===== src/rtl/hkspi_stream_master.sv =====
// SPI master for the housekeeping SPI port: one CSB frame carries a command
// byte, an address byte and cmd_len data bytes, SPI mode 0, MSB first.
module hkspi_stream_master #(
    parameter int CLK_DIV   = 4,
    parameter int MAX_BYTES = 32,
    parameter int CSB_GAP   = 2,
    parameter int LEN_W     = $clog2(MAX_BYTES + 1)
) (
    input  logic             clock,
    input  logic             reset,
    input  logic             cmd_valid,
    output logic             cmd_ready,
    input  logic [1:0]       cmd_op,
    input  logic [7:0]       cmd_addr,
    input  logic [LEN_W-1:0] cmd_len,
    input  logic             wdata_valid,
    output logic             wdata_ready,
    input  logic [7:0]       wdata,
    output logic             rdata_valid,
    output logic [7:0]       rdata,
    output logic             busy,
    output logic             done,
    output logic             err,
    output logic             csb,
    output logic             sck,
    output logic             sdi,
    input  logic             sdo,
    output logic [2:0]       dbg_state
);

    localparam int GAP_CYC = CSB_GAP * CLK_DIV;
    localparam int GAP_W   = $clog2(GAP_CYC) + 1;
    localparam int DIV_W   = $clog2(CLK_DIV);

    localparam logic [GAP_W-1:0] GAP_LAST = GAP_W'(GAP_CYC - 1);
    localparam logic [DIV_W-1:0] DIV_LAST = DIV_W'(CLK_DIV - 1);
    localparam logic [LEN_W-1:0] LEN_MAX  = LEN_W'(MAX_BYTES);
    localparam logic [LEN_W-1:0] LEN_ONE  = LEN_W'(1);

    localparam logic [2:0] S_IDLE  = 3'd0;
    localparam logic [2:0] S_SETUP = 3'd1;
    localparam logic [2:0] S_CMD   = 3'd2;
    localparam logic [2:0] S_ADDR  = 3'd3;
    localparam logic [2:0] S_DATA  = 3'd4;
    localparam logic [2:0] S_HOLD  = 3'd5;

    logic [2:0]       state_q, state_d;
    logic [DIV_W-1:0] div_q, div_d;
    logic [GAP_W-1:0] gap_q, gap_d;
    logic [2:0]       bit_q, bit_d;
    logic [LEN_W-1:0] cnt_q, cnt_d;
    logic [LEN_W-1:0] len_q, len_d;
    logic [1:0]       op_q, op_d;
    logic [7:0]       addr_q, addr_d;
    logic [7:0]       tx_q, tx_d;
    logic [6:0]       rx_q, rx_d;
    logic [7:0]       rdata_q, rdata_d;
    logic             sck_q, sck_d;
    logic             csb_q, csb_d;
    logic             need_q, need_d;
    logic             done_q, done_d;
    logic             err_q, err_d;
    logic             rvalid_q, rvalid_d;
    logic             wr_op, rd_op;

    assign wr_op = op_q[0];
    assign rd_op = op_q[1];

    // Handshakes: a transfer happens on a rising clock where valid and ready
    // are both high. cmd_ready is high in IDLE except on the done cycle;
    // wdata_ready is high only on the cycle a waiting write byte is taken.
    assign cmd_ready   = (state_q == S_IDLE) && !done_q;
    assign wdata_ready = (state_q == S_DATA) && need_q && wr_op && wdata_valid;
    assign busy        = (state_q != S_IDLE);
    assign done        = done_q;
    assign err         = err_q;
    assign csb         = csb_q;
    assign sck         = sck_q;
    assign sdi         = tx_q[7];
    assign rdata       = rdata_q;
    assign rdata_valid = rvalid_q;
    assign dbg_state   = state_q;

    always_comb begin
        state_d  = state_q;
        div_d    = div_q;
        gap_d    = gap_q;
        bit_d    = bit_q;
        cnt_d    = cnt_q;
        len_d    = len_q;
        op_d     = op_q;
        addr_d   = addr_q;
        tx_d     = tx_q;
        rx_d     = rx_q;
        rdata_d  = rdata_q;
        sck_d    = sck_q;
        csb_d    = csb_q;
        need_d   = need_q;
        done_d   = 1'b0;
        err_d    = 1'b0;
        rvalid_d = 1'b0;
        case (state_q)
            S_IDLE: begin
                if (cmd_valid && cmd_ready) begin
                    if (cmd_op == 2'b00 || cmd_len > LEN_MAX) begin
                        done_d = 1'b1;
                        err_d  = 1'b1;
                    end else begin
                        state_d = S_SETUP;
                        csb_d   = 1'b0;
                        gap_d   = '0;
                        op_d    = cmd_op;
                        addr_d  = cmd_addr;
                        len_d   = cmd_len;
                        // op bits map straight onto the command byte: 01->80, 10->40, 11->C0
                        tx_d    = {cmd_op[0], cmd_op[1], 6'b0};
                    end
                end
            end
            S_SETUP: begin
                if (gap_q == GAP_LAST) begin
                    state_d = S_CMD;
                    div_d   = '0;
                    bit_d   = '0;
                end else begin
                    gap_d = gap_q + GAP_W'(1);
                end
            end
            S_CMD, S_ADDR, S_DATA: begin
                if (state_q == S_DATA && need_q) begin
                    // Byte load point; a write with no wdata stalls here with sck low
                    if (!wr_op) begin
                        tx_d   = '0;
                        need_d = 1'b0;
                    end else if (wdata_valid) begin
                        tx_d   = wdata;
                        need_d = 1'b0;
                    end
                end else if (div_q != DIV_LAST) begin
                    div_d = div_q + DIV_W'(1);
                end else begin
                    div_d = '0;
                    if (!sck_q) begin
                        sck_d = 1'b1;
                        rx_d  = {rx_q[5:0], sdo};
                        if (state_q == S_DATA && rd_op && bit_q == 3'd7) begin
                            rdata_d  = {rx_q, sdo};
                            rvalid_d = 1'b1;
                        end
                    end else begin
                        sck_d = 1'b0;
                        tx_d  = {tx_q[6:0], 1'b0};
                        bit_d = bit_q + 3'd1;
                        if (bit_q == 3'd7) begin
                            if (state_q == S_CMD) begin
                                state_d = S_ADDR;
                                tx_d    = addr_q;
                            end else if (state_q == S_ADDR && len_q != '0) begin
                                state_d = S_DATA;
                                need_d  = 1'b1;
                                cnt_d   = '0;
                            end else if (state_q == S_DATA && (cnt_q + LEN_ONE) != len_q) begin
                                cnt_d  = cnt_q + LEN_ONE;
                                need_d = 1'b1;
                            end else begin
                                state_d = S_HOLD;
                                gap_d   = '0;
                                tx_d    = '0;
                            end
                        end
                    end
                end
            end
            S_HOLD: begin
                if (gap_q == GAP_LAST) begin
                    state_d = S_IDLE;
                    csb_d   = 1'b1;
                    done_d  = 1'b1;
                end else begin
                    gap_d = gap_q + GAP_W'(1);
                end
            end
            default: state_d = S_IDLE;
        endcase
    end

    always_ff @(posedge clock) begin
        if (reset) begin
            state_q  <= S_IDLE;
            div_q    <= '0;
            gap_q    <= '0;
            bit_q    <= '0;
            cnt_q    <= '0;
            len_q    <= '0;
            op_q     <= '0;
            addr_q   <= '0;
            tx_q     <= '0;
            rx_q     <= '0;
            rdata_q  <= '0;
            sck_q    <= 1'b0;
            csb_q    <= 1'b1;
            need_q   <= 1'b0;
            done_q   <= 1'b0;
            err_q    <= 1'b0;
            rvalid_q <= 1'b0;
        end else begin
            state_q  <= state_d;
            div_q    <= div_d;
            gap_q    <= gap_d;
            bit_q    <= bit_d;
            cnt_q    <= cnt_d;
            len_q    <= len_d;
            op_q     <= op_d;
            addr_q   <= addr_d;
            tx_q     <= tx_d;
            rx_q     <= rx_d;
            rdata_q  <= rdata_d;
            sck_q    <= sck_d;
            csb_q    <= csb_d;
            need_q   <= need_d;
            done_q   <= done_d;
            err_q    <= err_d;
            rvalid_q <= rvalid_d;
        end
    end

endmodule


===== config.mk =====
export PLATFORM = sky130hd
export DESIGN_NAME = hkspi_stream_master
export DESIGN_NICKNAME = d
export VERILOG_FILES = /design/src/rtl/hkspi_stream_master.sv
export SDC_FILE = /design/constraint.sdc
export NUM_CORES = 1
export LEC_CHECK = 0
export CORE_ASPECT_RATIO = 1.2
export CORE_UTILIZATION = 43
export CTS_CLUSTER_SIZE = 16
export DETAILED_ROUTE_END_ITERATION = 8
export PLACE_DENSITY = 0.74
export REMOVE_ABC_BUFFERS = 1
export SKIP_LAST_GASP = 1
export SLEW_MARGIN = 30
export SYNTH_ARGS = -nofsm -noshare
export SYNTH_HDL_FRONTEND = slang
export SYNTH_SLANG_ARGS = --single-unit
export TNS_END_PERCENT = 5

===== constraint.sdc =====
create_clock -name clock -period 5.1 [get_ports clock]
set_input_delay 1.02 -clock clock [delete_from_list [all_inputs] [get_ports clock]]
set_output_delay 1.02 -clock clock [all_outputs]
set_load 0.005 [all_outputs]

==> results.md, run 1 <==
Finish:
- The total number of nets in the final design is 414.
- The antenna cell count is 0.
- The area growth from synthesis to layout is 23.0%.
- The area used by multi-input combinational logic is between 1500 and 2000 um^2.
- The share of the core filled with cells in the final layout is 55.2%.
- In the layout the commonest cells are sky130_fd_sc_hd__dfxtp_1 (63), sky130_fd_sc_hd__nor2_1 (53), sky130_fd_sc_hd__clkdlybuf4s50_1 (47), sky130_fd_sc_hd__mux2i_1 (34), sky130_fd_sc_hd__nand2_1 (16).
- Leaving out fill and tap cells, the most frequent cell in the layout is sky130_fd_sc_hd__dfxtp_1.
- The area taken by flip-flops and latches is 1260 um^2.
- Of the cells placed in the final design, the portion with a size suffix greater than 1 is 7.79%.
- Summing all non-filler instances in the final layout gives an area of 3780 um^2.
- The count of filler cells inserted in the layout is 670.

Clock tree:
- The number of hold buffers added after CTS is 0.
- CTS built an H-tree with a depth of 3.
- The cell chosen for the clock root is sky130_fd_sc_hd__clkbuf_8.
- The clock drives 63 sinks.
- The clock reaches the later pin of the worst-skew pair after roughly 0.35 ns.
- The number of buffers added by the clock tree synthesis step is 9.
- The clock passes through at most 2 buffers.
- The CTS tree is yes.
- In this run, post-CTS repair resized a total of 0 instances.
- The clock transition time at the flip-flop clock pins of the worst setup and hold paths is 0.07 ns.
- In this run the post-CTS setup repair buffer count came out at 0.

Worst setup path:
- Data on the critical path is required at its endpoint by 4.08 ns.
- The path depth of the worst reg2reg path is 6.
- The critical path ends at wdata_ready.
- The largest individual stage delay along the critical path comes from the cell sky130_fd_sc_hd__dfxtp_1.
- The critical path starts at dbg_state[2]$_SDFFE_PP0P_.
- At the worst endpoint, the arrival time is 2.38 ns.
- The register-to-register path setup slack is 2.48 ns.
- STA classifies the critical path startpoint as a register.
- Broken down by cell family, the worst path's largest delay share belongs to simple AND/OR/NAND/NOR gates.
- The signal on the critical path passes through nor3b_4 -> and3_4 -> and2_1 -> clkdlybuf4s50_1.
- In this run the critical register-to-register path is launched from dbg_state[2]$_SDFFE_PP0P_.
- The setup path with the least slack is of type register to output pin.
- Together, buffers and inverters on the worst path number 1.
- The delay of the slowest critical-path stage is 0.66 ns.
- Counting buffers and inverters, the worst setup path is 4 cells deep.
- STA classifies the critical path endpoint as an output pin.
- The biggest fanout along the worst timing path is 19.
- The endpoint of the most critical register-to-register path is rdata[5]$_SDFFE_PP0P_.

Yosys:
- The warning count from the yosys run is 0.
- Yosys mapped a number of flops with a built-in enable equal to 0.
- The area fraction in compound gates after synthesis is 16.8%.
- The proportion of register bits with asynchronous set or reset after synthesis is 0%.
- The synthesized area per cell is between 9 and 10 um^2.
- By area, the combinational part of the netlist is dominated by simple AND/OR/NAND/NOR gates.
- Counting every instance in the synthesized netlist gives 339.
- The synthesized design contains 63 register bits.
- Counting distinct cell types in the post-synthesis netlist gives 62.
- The most used flip-flop cell after synthesis is sky130_fd_sc_hd__dfxtp_1.
- The area share of fa/ha/maj cells after synthesis is between 2 and 2.5%.
- The synthesized netlist devotes between 20 and 25% of its cell area to simple gates.
- The sequential share of the synthesized area is 41.0%.
- The area share of xor/xnor cells in the synthesized design is 1.99%.
- Summing every instance area after synthesis gives 3070 um^2.
- The portion of synthesized area spent on multiplexers is 11.1%.

Flow run:
- The number of max-cap violations is 0.

Drt:
- For this block, the initial DRC count from the detailed router was 189.
- The mean number of vias per cell is ~5.5.
- The total wirelength of the detailed-routed design is 6800 um.
- The remaining routing DRC violations is 0.
- The iteration count of the initial detailed-routing pass is 4.
- Dividing the detail-routed wire length by the instance count gives between 10 and 15 um.
- The total via count after detailed routing is 2619.
- The count of nets left with antenna violations once routing finished came out at 0.

Global routing:
- The first global-routing pass estimated 11300 um of wire.
- The maximum number of pins on one net before global-route repair is 66.
- The number of antenna violations at the first check in global routing is 0.
- Global routing used 19.7% of the available tracks.
- The final global-route overflow total is 0.
- The via count of the first global-routing pass is 2380.

Pwr:
- The analysis attributes to cell leakage a power of around 1.5 nW.
- The post-route total power is between 1 and 1.5 mW.
- VDD sags by at most roughly 130 uV.
- The total power density per cell area is 284 nW/um^2.

Timing:
- The smallest hold slack is 0.457 ns.
- The final critical path takes up between 60% and 70% of the cycle.
- For the finished layout, the period the worst path requires is 3.40 ns.
- The worst-margin pin slew is between 0.6 and 0.7 ns.
- The summed negative setup slack over all endpoints is 0 ns.
- The number of failing hold endpoints at the final stage is 0.
- The final-report max-slew violation count came to 0.
- The max-slew headroom at the worst pin is 53.7%.
- Setup repair after global routing left no endpoint under its margin.
- The setup-violating endpoint count in the final report is 0.
- The clock tree skew after final layout is about 0.013 ns.
- The maximum clock frequency is about 300 MHz.

Outcome:
- The flow ran to the end, and the final reports show no timing, DRC or antenna violations.

Floorplan:
- The standard-cell row count is 33.
- The area of the core region is between 6000 and 7000 um^2.
- For this configuration, the core starts out at a cell density of 44.9%.
- The die covers between 7000 and 8000 um^2.
- The I/O pin count is just under 50.
- The vertical extent of the die is 94.6 um.
- The chip width is 79.2 um.

Place:
- Routability-driven placement finished with a final weighted congestion of roughly 0.9.
- After legalization and detailed placement, the total HPWL measured 4690 um.
- In this run the cell area measured after placement is 3570 um^2.
- The count of input and output buffers is 48.

Min path:
- The number of instances on the worst hold path is 2.
- The worst hold-check path type is register to register.
-- state kept, by name, summed over array words and instances, names as in the netlist, 3 cells and up --
register,count
dbg_state,3
bit_q,3
rdata,8
gap_q,4
cnt_q,6
rx_q,7
addr_q,8
len_q,6
tx_q,8
-- power breakdown --
group | internal, mW | switching, mW | leakage [nW]
sequential | 0.504 | 0.0110 | 0.510
combinational | 0.0539 | 0.0524 | 0.850
clock | 0.251 | 0.203 | 0.105
-- layer usage --
layer  up-vias  GRT usage, %  wire length, um
met5         -             0                0
met4         0          8.79              101
met3        10          4.83              251
met2        56          31.3             3320
met1      1237          25.2             3130
li1       1316             -                -
-- how the worst min path moves through the flow --
| stage | start | to |
|---|---|---|
| after detailed placement | div_q[1]$_SDFFE_PP0P_ | div_q[1]$_SDFFE_PP0P_ |
| final | div_q[1]$_SDFFE_PP0P_ | div_q[1]$_SDFFE_PP0P_ |
| after CTS | div_q[1]$_SDFFE_PP0P_ | div_q[1]$_SDFFE_PP0P_ |
| after global placement | bit_q[2]$_SDFFE_PP0P_ | bit_q[2]$_SDFFE_PP0P_ |
| after floorplan | bit_q[1]$_SDFFE_PP0P_ | bit_q[1]$_SDFFE_PP0P_ |
| after global routing | div_q[1]$_SDFFE_PP0P_ | div_q[1]$_SDFFE_PP0P_ |
-- final cells by class --
| class | count | share of cell area, % |
|---|---|---|
| inverters | 12 | 1.19 |
| clock inverters | 5 | 1.49 |
| repair buffers | 51 | 13.2 |
| well taps | 87 | 2.88 |
| multi-input cells | 243 | 43.9 |
| clock buffers | 11 | 4.00 |
| flip-flops and latches | 63 | 33.3 |
-- synth_stat cells, drive strengths merged, types with 2 or more instances --
master	count	share of area (%)
or3b	2	0.57
nand4	2	0.41
o21a	3	0.73
inv	11	1.3
or2	2	0.41
o22ai	2	0.41
o311ai	5	1.4
and2	3	0.61
o21ai	8	1.3
or4	7	1.7
clkbuf	11	1.3
nand2	17	2.2
dfxtp	63	41
or3	6	1.2
o2111ai	5	1.4
and3	6	1.4
o221ai	2	0.57
a22oi	6	1.5
nand2b	3	0.61
buf	10	2.3
nor2	53	6.5
nor3	5	0.81
nand3b	2	0.49
o41ai	3	0.85
xor2	3	0.85
ha	5	2.0
xnor2	4	1.1
o211ai	3	0.73
a221oi	2	0.57
a31oi	5	1.0
mux2i	34	11
nand3	11	1.8
a21oi	13	2.1
o21bai	2	0.61
-- cell families (layout without fill, tap and decap cells) --
group	after synthesis	after routing
simple gates	128	128
mux	34	34
buf+inv	33	79
flops	63	63
xor+xnor	7	7
compound gates	69	69
fa+ha+maj	5	5
-- worst reg2reg max path: stages, from the launching register on --
cell,delay [ns]
sky130_fd_sc_hd__dfxtp_1,0.66
sky130_fd_sc_hd__nor4b_4,0.42
sky130_fd_sc_hd__o21ai_1,0.12
sky130_fd_sc_hd__or2_1,0.39
sky130_fd_sc_hd__or3_1,0.63
sky130_fd_sc_hd__mux2i_1,0.23
sky130_fd_sc_hd__nor2_1,0.05
-- stage by stage --
| step | cells | setup WS (ns) |
|---|---|---|
| final | 472 | 1.70 |
| after floorplan | 318 | 1.17 |
| after detailed placement | 456 | 1.52 |
| after global placement | 456 | 1.56 |
| after CTS | 472 | 1.71 |
| after global routing | 472 | 1.60 |
Power figures use the tool's default switching activity.
==> run 2, diff against run 1 <==
Clock period 5.1 ns to 3.26 ns, I/O delays scaled along.
==> results.md, run 2 (same netlist as run 1, synthesis figures left out) <==
Outcome:
- The run finished with clean final reports.

Worst setup path:
- The path type of the worst setup path is register to output pin.
- The slowest cell on the critical path is sky130_fd_sc_hd__clkdlybuf4s50_1.
- Traced cell by cell, the critical path runs through nor3b_4 -> and3_4 -> and2_1 -> clkdlybuf4s50_1.
- The delay of the slowest critical-path stage is 0.49 ns.
- The worst path required time is 2.61 ns.
- The endpoint kind of the worst setup timing path is an output pin.
- STA puts the critical path data arrival time at 2.13 ns.
- The worst setup path is launched from a register.
- Among cell families on the critical path, the largest total delay comes from simple AND/OR/NAND/NOR gates.
- The biggest fanout along the worst timing path is 12.
- Together, buffers and inverters on the worst path number 1.

Timing:
- The summed negative setup slack over all endpoints is 0 ns.
- Setup violations remaining at the end of the flow were counted as 0.
- Clock skew on the completed layout was measured at 0.00822 ns.
- Setup repair after global routing left no endpoint under its margin.
- The worst-margin pin slew is 0.680 ns.
- The worst path in the final design needs a cycle of 2.78 ns, including I/O delays and setup.
- The final-report max-slew violation count is 0.
- Of the available clock period, the critical path in the final layout requires 85.3%.
- The max-slew headroom at the worst pin is between 50% and 60%.
- The maximum clock frequency is 359 MHz.
- The number of failing hold endpoints at the final stage is 0.
- The smallest hold slack is roughly 0.46 ns.

Finish:
- The total number of nets in the final design is 417.
- The most frequent standard cell in the layout excluding fill and tap cells is sky130_fd_sc_hd__dfxtp_1.
- The antenna cell count is 0.
- In the layout the commonest cells are sky130_fd_sc_hd__dfxtp_1 (63), sky130_fd_sc_hd__nor2_1 (53), sky130_fd_sc_hd__clkdlybuf4s50_1 (47), sky130_fd_sc_hd__mux2i_1 (34), sky130_fd_sc_hd__nand2_1 (16).
- The area added between synthesis and finish is 24.4%.
- Leaving out filler cells and counting taps, the final layout contains 475.
- The share of final-layout standard cells stronger than drive strength 1 is 8.51%.
- The finished cells cover 3820 um^2.

Floorplan:
- In this run the vertical extent of the chip is 94.6 um.
- The standard-cell row count is 33.
- The area of the core region is 6850 um^2.
- For this configuration, the core starts out at a cell density of 44.9%.
- The die covers 7490 um^2.
- Pin placement for this block handled 49 I/O pins.
- The die is 79.2 um wide.

Drt:
- After the first detailed-routing iteration, the DRC count stood at 173.
- Once detail routing completed, the nets flagged for antenna violations numbered 0.
- The iteration count of the initial detailed-routing pass is 5.
- The mean number of vias per cell is around 5.6.
- In the routed design, unresolved DRC markers number 0.
- Summed over all layers, the routed wires come to approximately 7000 um.
- The detailed router placed around 2700 vias in this run.
- After detailed routing, the average wire length per cell comes to 14.8 um.

Clock tree:
- The insertion delay of the later-clocked pin in the worst-skew pair is 0.35 ns.
- The count of instances resized after the clock tree is built is 0.
- The number of hold buffers added after CTS is 0.
- The CTS tree is yes.
- The clock transition time at the flip-flop clock pins of the worst setup and hold paths is roughly 0.08 ns.
- The number of H-tree branching levels is 3.
- The clock net in this run drives a total of 63 sinks.
- The maximum buffer depth of the clock tree is 2.
- The number of buffers added by the clock tree synthesis step is 9.
- Post-CTS timing repair inserted 0 buffers for setup.
- CTS placed an instance of sky130_fd_sc_hd__clkbuf_8 at the clock tree root.

Global routing:
- The maximum number of pins on one net before global-route repair is 36.
- Global routing used approximately a fifth of the available tracks.
- The first global-routing pass estimated between 10000 and 15000 um of wire.
- The number of antenna violations at the first check in global routing is 0.
- The via count of the first global-routing pass is 2571.
- The final global-route overflow total is 0.

Place:
- After detailed placement, the design holds a cell count of between 400 and 500.
- The HPWL after detailed placement is 4920 um.
- The final estimated routing congestion in global placement is 0.886.
- The count of input and output buffers is 48.
- The placed instances occupy a cell area of 3600 um^2.

Flow run:
- Across the run, the number of max-cap violations was 0.

Pwr:
- The leakage power is 1.49 nW.
- The total power density per cell area is 460 nW/um^2.
- The worst-case vdd ir drop is 271 uV.

Min path:
- The worst hold-check path type is register to register.
run 2: cell types whose count changed in the layout (fill, tap and decap cells not counted), sizes merged:
| cell | before | now |
|---|---|---|
| buf | 4 | 7 |
| bufinv | 1 | 2 |
| clkbuf | 11 | 9 |
| clkinv | 4 | 3 |
| clkinvlp | 1 | 0 |
| inv | 11 | 14 |
run 2: power breakdown:
group,switching [mW],internal [mW]
combinational,0.0845,0.0872
clock,0.344,0.441
sequential,0.0171,0.787
total,0.445,1.32
run 2: metrics by stage:
| stage | setup slack, ns | util [%] | total power, mW |
|---|---|---|---|
| 5_1_grt | 0.386 | 55.8 | 1.83 |
| 2_1_floorplan | -0.306 | - | 0.902 |
| 3_3_place_gp | 0.320 | 52.5 | 0.988 |
| 6_report | 0.478 | 55.8 | 1.76 |
| 4_1_cts | 0.480 | 55.8 | 1.77 |
| 3_5_place_dp | 0.242 | 52.5 | 0.992 |
run 2: final timing paths:
check	startpoint	end	slack, ns	depth (start not counted)
max reg2reg	dbg_state[1]$_SDFFE_PP0P_	tx_q[3]$_SDFFE_PP0P_	0.73	6
min reg2reg	bit_q[1]$_SDFFE_PP0P_	bit_q[1]$_SDFFE_PP0P_	0.46	2
min	bit_q[1]$_SDFFE_PP0P_	bit_q[1]$_SDFFE_PP0P_	0.46	2
max	dbg_state[1]$_SDFFE_PP0P_	wdata_ready	0.48	4
run 2: tightest hold or removal path, delay by kind of cell, from the launching register on:
| family | cells | cell delay [ns] |
|---|---|---|
| AOI/OAI and AO/OA | 1 | 0.05 |
| DFF | 1 | 0.32 |
| and+or+nand+nor | 1 | 0.05 |
run 2: cell type report:
type / instances / area [um^2]
well taps: 87 / 109
repair buffers: 54 / 520
clock inverters: 7 / 104
flip-flops and latches: 63 / 1260
fillers: 654 / 3030
multi-input cells: 243 / 1660
clock buffers: 9 / 124
inverters: 12 / 45.0
run 2: routing by layer:
layer	up-vias	wire (um)	GRT usage [%]	part of all wire, %
met5	-	0	0	0
met4	0	166	10.8	2.4
met3	17	257	3.86	3.7
met2	68	3480	34.4	50
met1	1266	3110	24.5	44
li1	1330	-	-	-
